==> src/rtl/nco_phase_accumulator.sv <==
// Numerically controlled oscillator: a sample-rate divider, a phase accumulator
// and a waveform shaper, with one new audio sample every CLK_DIV system clocks.
module nco_phase_accumulator #(
    parameter int unsigned CLK_DIV   = 1042,
    parameter int unsigned ACC_WIDTH = 20
) (
    input  logic        clk,
    input  logic        rst,
    input  logic [15:0] nco_increment_value,
    input  logic        nco_mute,
    input  logic [1:0]  wave_select,
    output logic [15:0] sample_out,
    output logic        sample_valid,
    output logic        phase_wrap
);

    localparam int unsigned CNT_W    = (CLK_DIV > 1) ? $clog2(CLK_DIV) : 1;
    localparam int unsigned SAMPLE_W = 16;

    localparam logic [CNT_W-1:0]    CNT_MAX   = CNT_W'(CLK_DIV - 1);
    localparam logic [1:0]          WAVE_SAW  = 2'b00;
    localparam logic [1:0]          WAVE_SQR  = 2'b01;
    localparam logic [1:0]          WAVE_TRI  = 2'b10;
    localparam logic [SAMPLE_W-1:0] SIGN_FLIP = 16'h8000;

    logic [CNT_W-1:0]     div_cnt;
    logic                 tick_c;
    logic [ACC_WIDTH-1:0] phase;
    logic                 carry;
    logic [ACC_WIDTH:0]   sum_c;
    logic                 pipe_valid;
    logic                 pipe_silent;
    logic [1:0]           pipe_wave;
    logic [SAMPLE_W-1:0]  p_c;
    logic [SAMPLE_W-1:0]  tri_c;
    logic [SAMPLE_W-1:0]  wave_c;

    assign tick_c = (div_cnt == CNT_MAX);
    assign sum_c  = {1'b0, phase} + (ACC_WIDTH + 1)'(nco_increment_value);

    // Sample-rate divider: counts 0..CLK_DIV-1, tick on the terminal count.
    always_ff @(posedge clk or negedge rst) begin
        if (!rst) begin
            div_cnt <= '0;
        end else if (tick_c) begin
            div_cnt <= '0;
        end else begin
            div_cnt <= div_cnt + CNT_W'(1);
        end
    end

    // Phase stage: inputs are only looked at on tick; mute parks phase at zero.
    always_ff @(posedge clk or negedge rst) begin
        if (!rst) begin
            phase       <= '0;
            carry       <= 1'b0;
            pipe_valid  <= 1'b0;
            pipe_silent <= 1'b0;
            pipe_wave   <= WAVE_SAW;
        end else begin
            pipe_valid <= tick_c;
            if (tick_c) begin
                pipe_wave   <= wave_select;
                pipe_silent <= nco_mute | (wave_select == 2'b11);
                if (nco_mute) begin
                    phase <= '0;
                    carry <= 1'b0;
                end else begin
                    phase <= sum_c[ACC_WIDTH-1:0];
                    carry <= sum_c[ACC_WIDTH];
                end
            end
        end
    end

    // Waveform shaper on the top 16 bits of the freshly updated phase.
    always_comb begin
        p_c    = phase[ACC_WIDTH-1 -: SAMPLE_W];
        tri_c  = p_c[15] ? ~{p_c[14:0], 1'b0} : {p_c[14:0], 1'b0};
        wave_c = '0;
        if (!pipe_silent) begin
            case (pipe_wave)
                WAVE_SAW: wave_c = p_c ^ SIGN_FLIP;
                WAVE_SQR: wave_c = p_c[15] ? 16'h8001 : 16'h7FFF;
                WAVE_TRI: wave_c = tri_c ^ SIGN_FLIP;
                default:  wave_c = '0;
            endcase
        end
    end

    // Output stage: one-cycle strobes, sample held between strobes.
    always_ff @(posedge clk or negedge rst) begin
        if (!rst) begin
            sample_out   <= '0;
            sample_valid <= 1'b0;
            phase_wrap   <= 1'b0;
        end else begin
            sample_valid <= pipe_valid;
            phase_wrap   <= pipe_valid & carry;
            if (pipe_valid) begin
                sample_out <= wave_c;
            end
        end
    end

endmodule

==> config.mk <==
export PLATFORM = sky130hd
export DESIGN_NAME = nco_phase_accumulator
export DESIGN_NICKNAME = d
export VERILOG_FILES = /design/src/rtl/nco_phase_accumulator.sv
export SDC_FILE = /design/constraint.sdc
export NUM_CORES = 1
export LEC_CHECK = 0
export BUFFER_PORTS_ARGS = -buffer_cell sky130_fd_sc_hd__buf_2
export CORE_MARGIN = 2
export CORE_UTILIZATION = 59
export CTS_CLUSTER_DIAMETER = 80
export DETAILED_ROUTE_END_ITERATION = 10
export GPL_TIMING_DRIVEN = 0
export PLACE_DENSITY_LB_ADDON = 0.2
export SYNTH_ARGS = -nofsm -noshare
export SYNTH_HDL_FRONTEND = slang
export SYNTH_SLANG_ARGS = --single-unit
==> constraint.sdc <==
create_clock -name clk -period 3.1 [get_ports clk]
set_clock_uncertainty 0.1 [all_clocks]
set_input_delay 0.155 -clock clk [delete_from_list [all_inputs] [get_ports clk]]
set_output_delay 0.155 -clock clk [all_outputs]
set_load 0.02 [all_outputs]
==> impl_metrics.yaml, run 1 <==
global_route:
  grtUsageTotal: 0.2592
  grt_overflow: 0
  grt_max_degree: 55
  grt_pass1_vias: 2859
  antenna_found_initial: 0
  grt_first_pass_wirelength_um: 13060
power:
  p_total_w: 0.001342
  power.leakage_nw: 1.714
  peakVddDrop_mv: 0.1845
  power.density_nw_per_um2: 353.3
clock_network:
  path_clk_slew_ps: 100
  cts-resized-gates: 0
  cts_tree: "yes"
  cts_hold_repair.buffers: 2
  insertion_delay_ps: 310
  htree_levels: 2
  clock_path_buffers: 2
  cts_buffers: 5
  cts.sinks: 54
  post-cts-setup-buffers: 0
  root_buffer: "clkbuf_8"
sta:
  max_freq_ghz: 0.3707
  min_period_ps: 2698
  setup_slack_ps: 402.3
  max_slew_margin: 0.2300
  final_hold_viol_count: 54
  period_share: 0.8702
  holdWs_ps: -25.36
  tightest_slew_ps: 1155
  finalSetupTns_ps: 0
  rsz0062_at_grt: "false"
  slew_violations: 0
  finalSetupViolCount: 0
floorplanning:
  start_util: 0.6120
  io_pins: 39
  die_w_um: 79.81
  rows: 27
  die_area_sq_um: 6370
  coreArea_sq_um: 5540
  fp.dieH_um: 79.81
outcome:
  outcome: "finished with violations"
  violations: "negative hold slack"
synthesis:
  synth_cell_type_count: 47
  syn-num-nets: 420
  yosys.area.top_type: "dfrtp_1"
  synth_compound_area_frac: 0.2469
  synthTopCellsByArea: "dfrtp_1, ha_1, o21ai_0"
  synthAdderAreaFrac: 0.07601
  synth_edf_count: 0
  muxShareOfSynthArea: 0.002952
  synth_warnings: 0
  netlist_area_sq_um: 3391
  syn_area_per_cell_sq_um: 8.947
  synth-main-ff-cell: "dfrtp_1"
  synth_xor_area_frac: 0.08782
  async_reset_ff_frac: 1.000
  ys_seq_area_frac: 0.3985
  synth_top_family_by_area: "compound AO/OA/AOI/OAI gates"
  syn_inst: 379
  ys_ff_latch: 54
  synthSimpleGateAreaFrac: 0.1376
  synth.top_cell.area_share: 0.3985
  synthTopCellsByCount: "dfrtp_1, o21ai_0, nand2_1, nor2_1, inv_1"
  synth.most_common_cell: "dfrtp_1"
critical_path:
  crit_path_end_kind: "flop"
  cp_top_family: "compound AO/OA/AOI/OAI gates"
  cp_data_arrival_time_ps: 2810
  cp_num_buf_inv: 0
  cp.required_ps: 3210
  r2r_setup_slack_ps: 400
  slowest_stage: "fa_1"
  startpoint_type: "flop"
  max_stage_delay_ps: 430
  crit_top_cell: "a211o_1"
  cp_max_fo: 5
  critical_path_class: "flop to flop"
  crit_chain: "ha_1 -> fa_1 -> a211o_1 -> a211oi_2 -> o32ai_2 -> a41oi_2 -> nor3_1 -> a211o_1"
drt:
  drt_iter0_markers: 138
  drc: 0
  first_pass_iters: 5
  ant_nets: 0
  routedWlPerCell_um: 14.81
  vias: 2860
  wl_um: 7373
  vias_per_cell: 5.743
placed_design:
  routabilityCongestion: 0.8696
  hpwl_um: 5526
  portBuffers: 38
  dp_slack_ps: 411.8
layout:
  n_antenna_cell: 0
  fin_nets: 467
  drive_gt1_frac: 0.1291
  area_delta_synth_final_pct: 12.03
  final_util: 0.6856
hold_path:
  hp-class: "input port to async pin"
flow_run:
  maxCapViolations: 0
[path summary, 6_finish.rpt]
| path | from | to | depth (start not counted) |
|---|---|---|---|
| worst max-delay path | phase[0] | phase[18] | 8 |
| worst min-delay path | rst | div_cnt[7] | 1 |
| worst max register to register | phase[0] | phase[18] | 8 |
| worst min register to register | sample_out[0] | sample_out[0] | 1 |
| max in group asynchronous | rst | phase[19] | 1 |
| min in group clk | nco_mute | phase[0] | 4 |
[cell type report]
class / instances / area (sq um)
multi-input combinational: 281 / 1869
fill: 472 / 1742
sequential: 54 / 1351
timing repair buffer: 40 / 210.2
inverter: 25 / 93.84
tap: 72 / 90.09
buffer: 19 / 76.32
clock buffer: 5 / 68.82
clock inverter: 2 / 38.79
[cells in the final DEF (no fill, tap or decap), drive strengths merged, types with 2 or more instances in the layout]
| cell | n |
|---|---|
| dlygate4sd3 | 2 |
| inv | 25 |
| dfrtp | 54 |
| nor4b | 2 |
| a22o | 4 |
| and2 | 2 |
| a211o | 3 |
| o211ai | 4 |
| nor3b | 2 |
| and3 | 3 |
| or3 | 3 |
| nor3 | 5 |
| xnor2 | 22 |
| nand4 | 5 |
| o21a | 4 |
| buf | 40 |
| a21oi | 18 |
| nand2 | 38 |
| nand3 | 11 |
| o31ai | 5 |
| o31a | 2 |
| a2111oi | 3 |
| o32ai | 2 |
| nor2 | 28 |
| clkbuf | 22 |
| o21ai | 43 |
| a21o | 7 |
| ha | 19 |
| o21bai | 2 |
| a211oi | 17 |
| nor2b | 3 |
| xor2 | 12 |
[sequential cells by signal (all words and copies together), names as in the netlist]
register and cells:
phase 20, sample_out 16, div_cnt 11, pipe_wave 2
carry 1, phase_wrap 1, pipe_silent 1, pipe_valid 1
sample_valid 1
[cell families (layout without fill, tap and decap cells)]
kind of cell | after synthesis | in the layout
flops | 54 | 54
fa+ha+maj | 20 | 20
compound gates | 123 | 123
mux | 1 | 1
buf+inv | 44 | 91
simple gates | 103 | 103
xor+xnor | 34 | 34
[through the flow]
| step | hold WS (ps) | cell area [sq um] | instances |
|---|---|---|---|
| 2_1_floorplan | -240.6 | 3391 | 379 |
| 3_3_place_gp | 277.5 | 3671 | 489 |
| 3_5_place_dp | 279.9 | 3671 | 489 |
| 4_1_cts | 24.08 | 3799 | 498 |
| 5_1_grt | 87.00 | 3799 | 498 |
| 6_report | -25.36 | 3799 | 498 |
[layer usage]
metal | global-route usage | share of wire | vias to the layer above
met5 | 0 | 0 | -
met4 | 0.06780 | 0.011 | 0
met3 | 0.03507 | 0.041 | 8
met2 | 0.4353 | 0.48 | 61
met1 | 0.3546 | 0.47 | 1356
li1 | - | - | 1435
[power breakdown]
| part | internal, W | switching (W) |
|---|---|---|
| clock | 0.000238 | 0.000236 |
| sequential | 0.000706 | 0.00000327 |
| combinational | 0.0000616 | 0.0000970 |
Power figures use the tool's default switching activity.
==> inputs of run 2 (changes only) <==
--- a/config.mk
+++ b/config.mk
@@ -11,7 +11,7 @@
 export CTS_CLUSTER_DIAMETER = 80
 export DETAILED_ROUTE_END_ITERATION = 10
 export GPL_TIMING_DRIVEN = 0
-export PLACE_DENSITY_LB_ADDON = 0.2
+export PLACE_DENSITY = 0.89
 export SYNTH_ARGS = -nofsm -noshare
 export SYNTH_HDL_FRONTEND = slang
 export SYNTH_SLANG_ARGS = --single-unit
==> run 2 against run 1 <==
The run still ends with negative hold slack left. Clock power barely moved. First-iteration DRC count rose by 46%. Non-clock buffer count did not move. Critical endpoint unchanged. Total power barely moved. Highest routed layer unchanged. Wire length rose by 1.5%. Combinational power barely moved. Core utilization barely moved. Register-to-register slack got worse by 20 ps.
==> impl_metrics.yaml, run 2 (synthesis results as in run 1) <==
critical_path:
  crit_top_cell: "a211o_1"
  crit_chain: "ha_1 -> fa_1 -> a211o_1 -> a211oi_2 -> o32ai_2 -> a41oi_2 -> nor3_1 -> a211o_1"
  crit_path_end_kind: "flop"
  slowest_stage: "fa_1"
  critical_path_class: "flop to flop"
  cp_max_fo: 5
  cp.required_ps: 3210
  max_stage_delay_ps: 420
  cp_data_arrival_time_ps: 2830
  r2r_setup_slack_ps: 380
  startpoint_type: "flop"
sta:
  max_slew_margin: 0.2307
  finalSetupViolCount: 0
  period_share: 0.8767
  final_hold_viol_count: 54
  max_freq_ghz: 0.3679
  rsz0062_at_grt: "false"
  slew_violations: 0
  holdWs_ps: -41.54
  tightest_slew_ps: 1154
  finalSetupTns_ps: 0
  min_period_ps: 2718
floorplanning:
  io_pins: 39
  die_area_sq_um: 6370
  fp.dieH_um: 79.81
  die_w_um: 79.81
  start_util: 0.6120
  coreArea_sq_um: 5540
  rows: 27
clock_network:
  cts_tree: "yes"
  cts_hold_repair.buffers: 2
  path_clk_slew_ps: 100
  cts.sinks: 54
  cts-resized-gates: 0
  clock_path_buffers: 2
  post-cts-setup-buffers: 0
  insertion_delay_ps: 310
  htree_levels: 2
  cts_buffers: 5
  root_buffer: "clkbuf_8"
layout:
  fin_nets: 467
  area_delta_synth_final_pct: 12.10
  regArea_sq_um: 1351
  multiInputGateArea_sq_um: 1869
  largestRegisters: "phase: 20 flops, sample_out: 16 flops, div_cnt: 11 flops"
  final_cell_mix: "dfrtp_1, o21ai_0, buf_2"
  nFillCells: 443
  largest_reg_flops: 20
  final_common_cell: "dfrtp_1"
  final_util: 0.6861
  regMostFlops: "phase"
  n_antenna_cell: 0
  drive_gt1_frac: 0.1288
power:
  p_comb_frac: 0.120
  p_int_w: 0.001009
  power.density_nw_per_um2: 353.0
  power.leakage_nw: 1.711
  peakVddDrop_mv: 0.1711
  switching_share: 0.2479
  p_switching_w: 0.0003327
  power_frac_clock: 0.351
  p_total_w: 0.001342
  pwr-share-seq: 0.529
placed_design:
  hpwl_um: 5604
  routabilityCongestion: 0.9237
  portBuffers: 38
drt:
  vias_per_cell: 5.856
  ant_nets: 0
  first_pass_iters: 5
  drc: 0
  vias: 2922
  wl_um: 7486
  routedWlPerCell_um: 15.00
  drt_iter0_markers: 201
global_route:
  grt_first_pass_wirelength_um: 13010
  antenna_found_initial: 0
  grt_max_degree: 55
  grt_overflow: 0
  grtUsageTotal: 0.2611
  grt_pass1_vias: 2726
outcome:
  violations: "negative hold slack"
  outcome: "finished with violations"
hold_path:
  hp-class: "input port to async pin"
flow_run:
  maxCapViolations: 0
[run 2: layout make-up]
type | instances | area share
buffer | 19 | 0.02008
clock buffer | 6 | 0.01909
clock inverter | 2 | 0.009875
inverter | 25 | 0.02469
multi-input combinational | 281 | 0.4918
sequential | 54 | 0.3555
tap | 72 | 0.02370
timing repair buffer | 40 | 0.05530
[run 2: routing by layer]
layer,share of wire,wire length (um),track usage
met2,0.46,3464,0.4210
met3,0.057,425,0.04186
met5,0,0,0
met4,0.014,102,0.07797
met1,0.47,3493,0.3639
[run 2: worst paths after layout]
| path | from | endpoint | depth (start not counted) |
|---|---|---|---|
| setup / recovery | phase[0] | phase[18] | 8 |
| setup reg to reg | phase[0] | phase[18] | 8 |
| hold reg to reg | sample_out[0] | sample_out[0] | 1 |
| min in group clk | nco_mute | phase[0] | 4 |
| max in group asynchronous | rst | sample_out[13] | 1 |
| hold / removal | rst | phase[3] | 1 |
[run 2: power groups by stage]
stage               clock [W]  sequential [W]  combinational (W)
CTS                  0.000473        0.000710           0.000160
finish               0.000471        0.000710           0.000161
detailed placement          0        0.000724           0.000157
global route         0.000508        0.000711           0.000182
floorplan                   0        0.000723           0.000106
global placement            0        0.000724           0.000150
[run 2: stage by stage]
step	instance area (sq um)	setup WS, ps	instances	hold WS (ps)
finish	3801	382.1	499	-41.54
global route	3801	269.0	499	60.73
CTS	3801	375.3	499	10.74
detailed placement	3671	396.7	489	278.2
global placement	3671	462.9	489	279.2
floorplan	3391	654.2	379	-240.6
[run 2: worst max-delay path, delay by kind of cell (launching register included)]
kind / cells / cell delay (ps)
DFF: 1 / 390
adders and majority gates: 2 / 630
and+or+nand+nor: 1 / 90
AOI/OAI and AO/OA: 5 / 1400
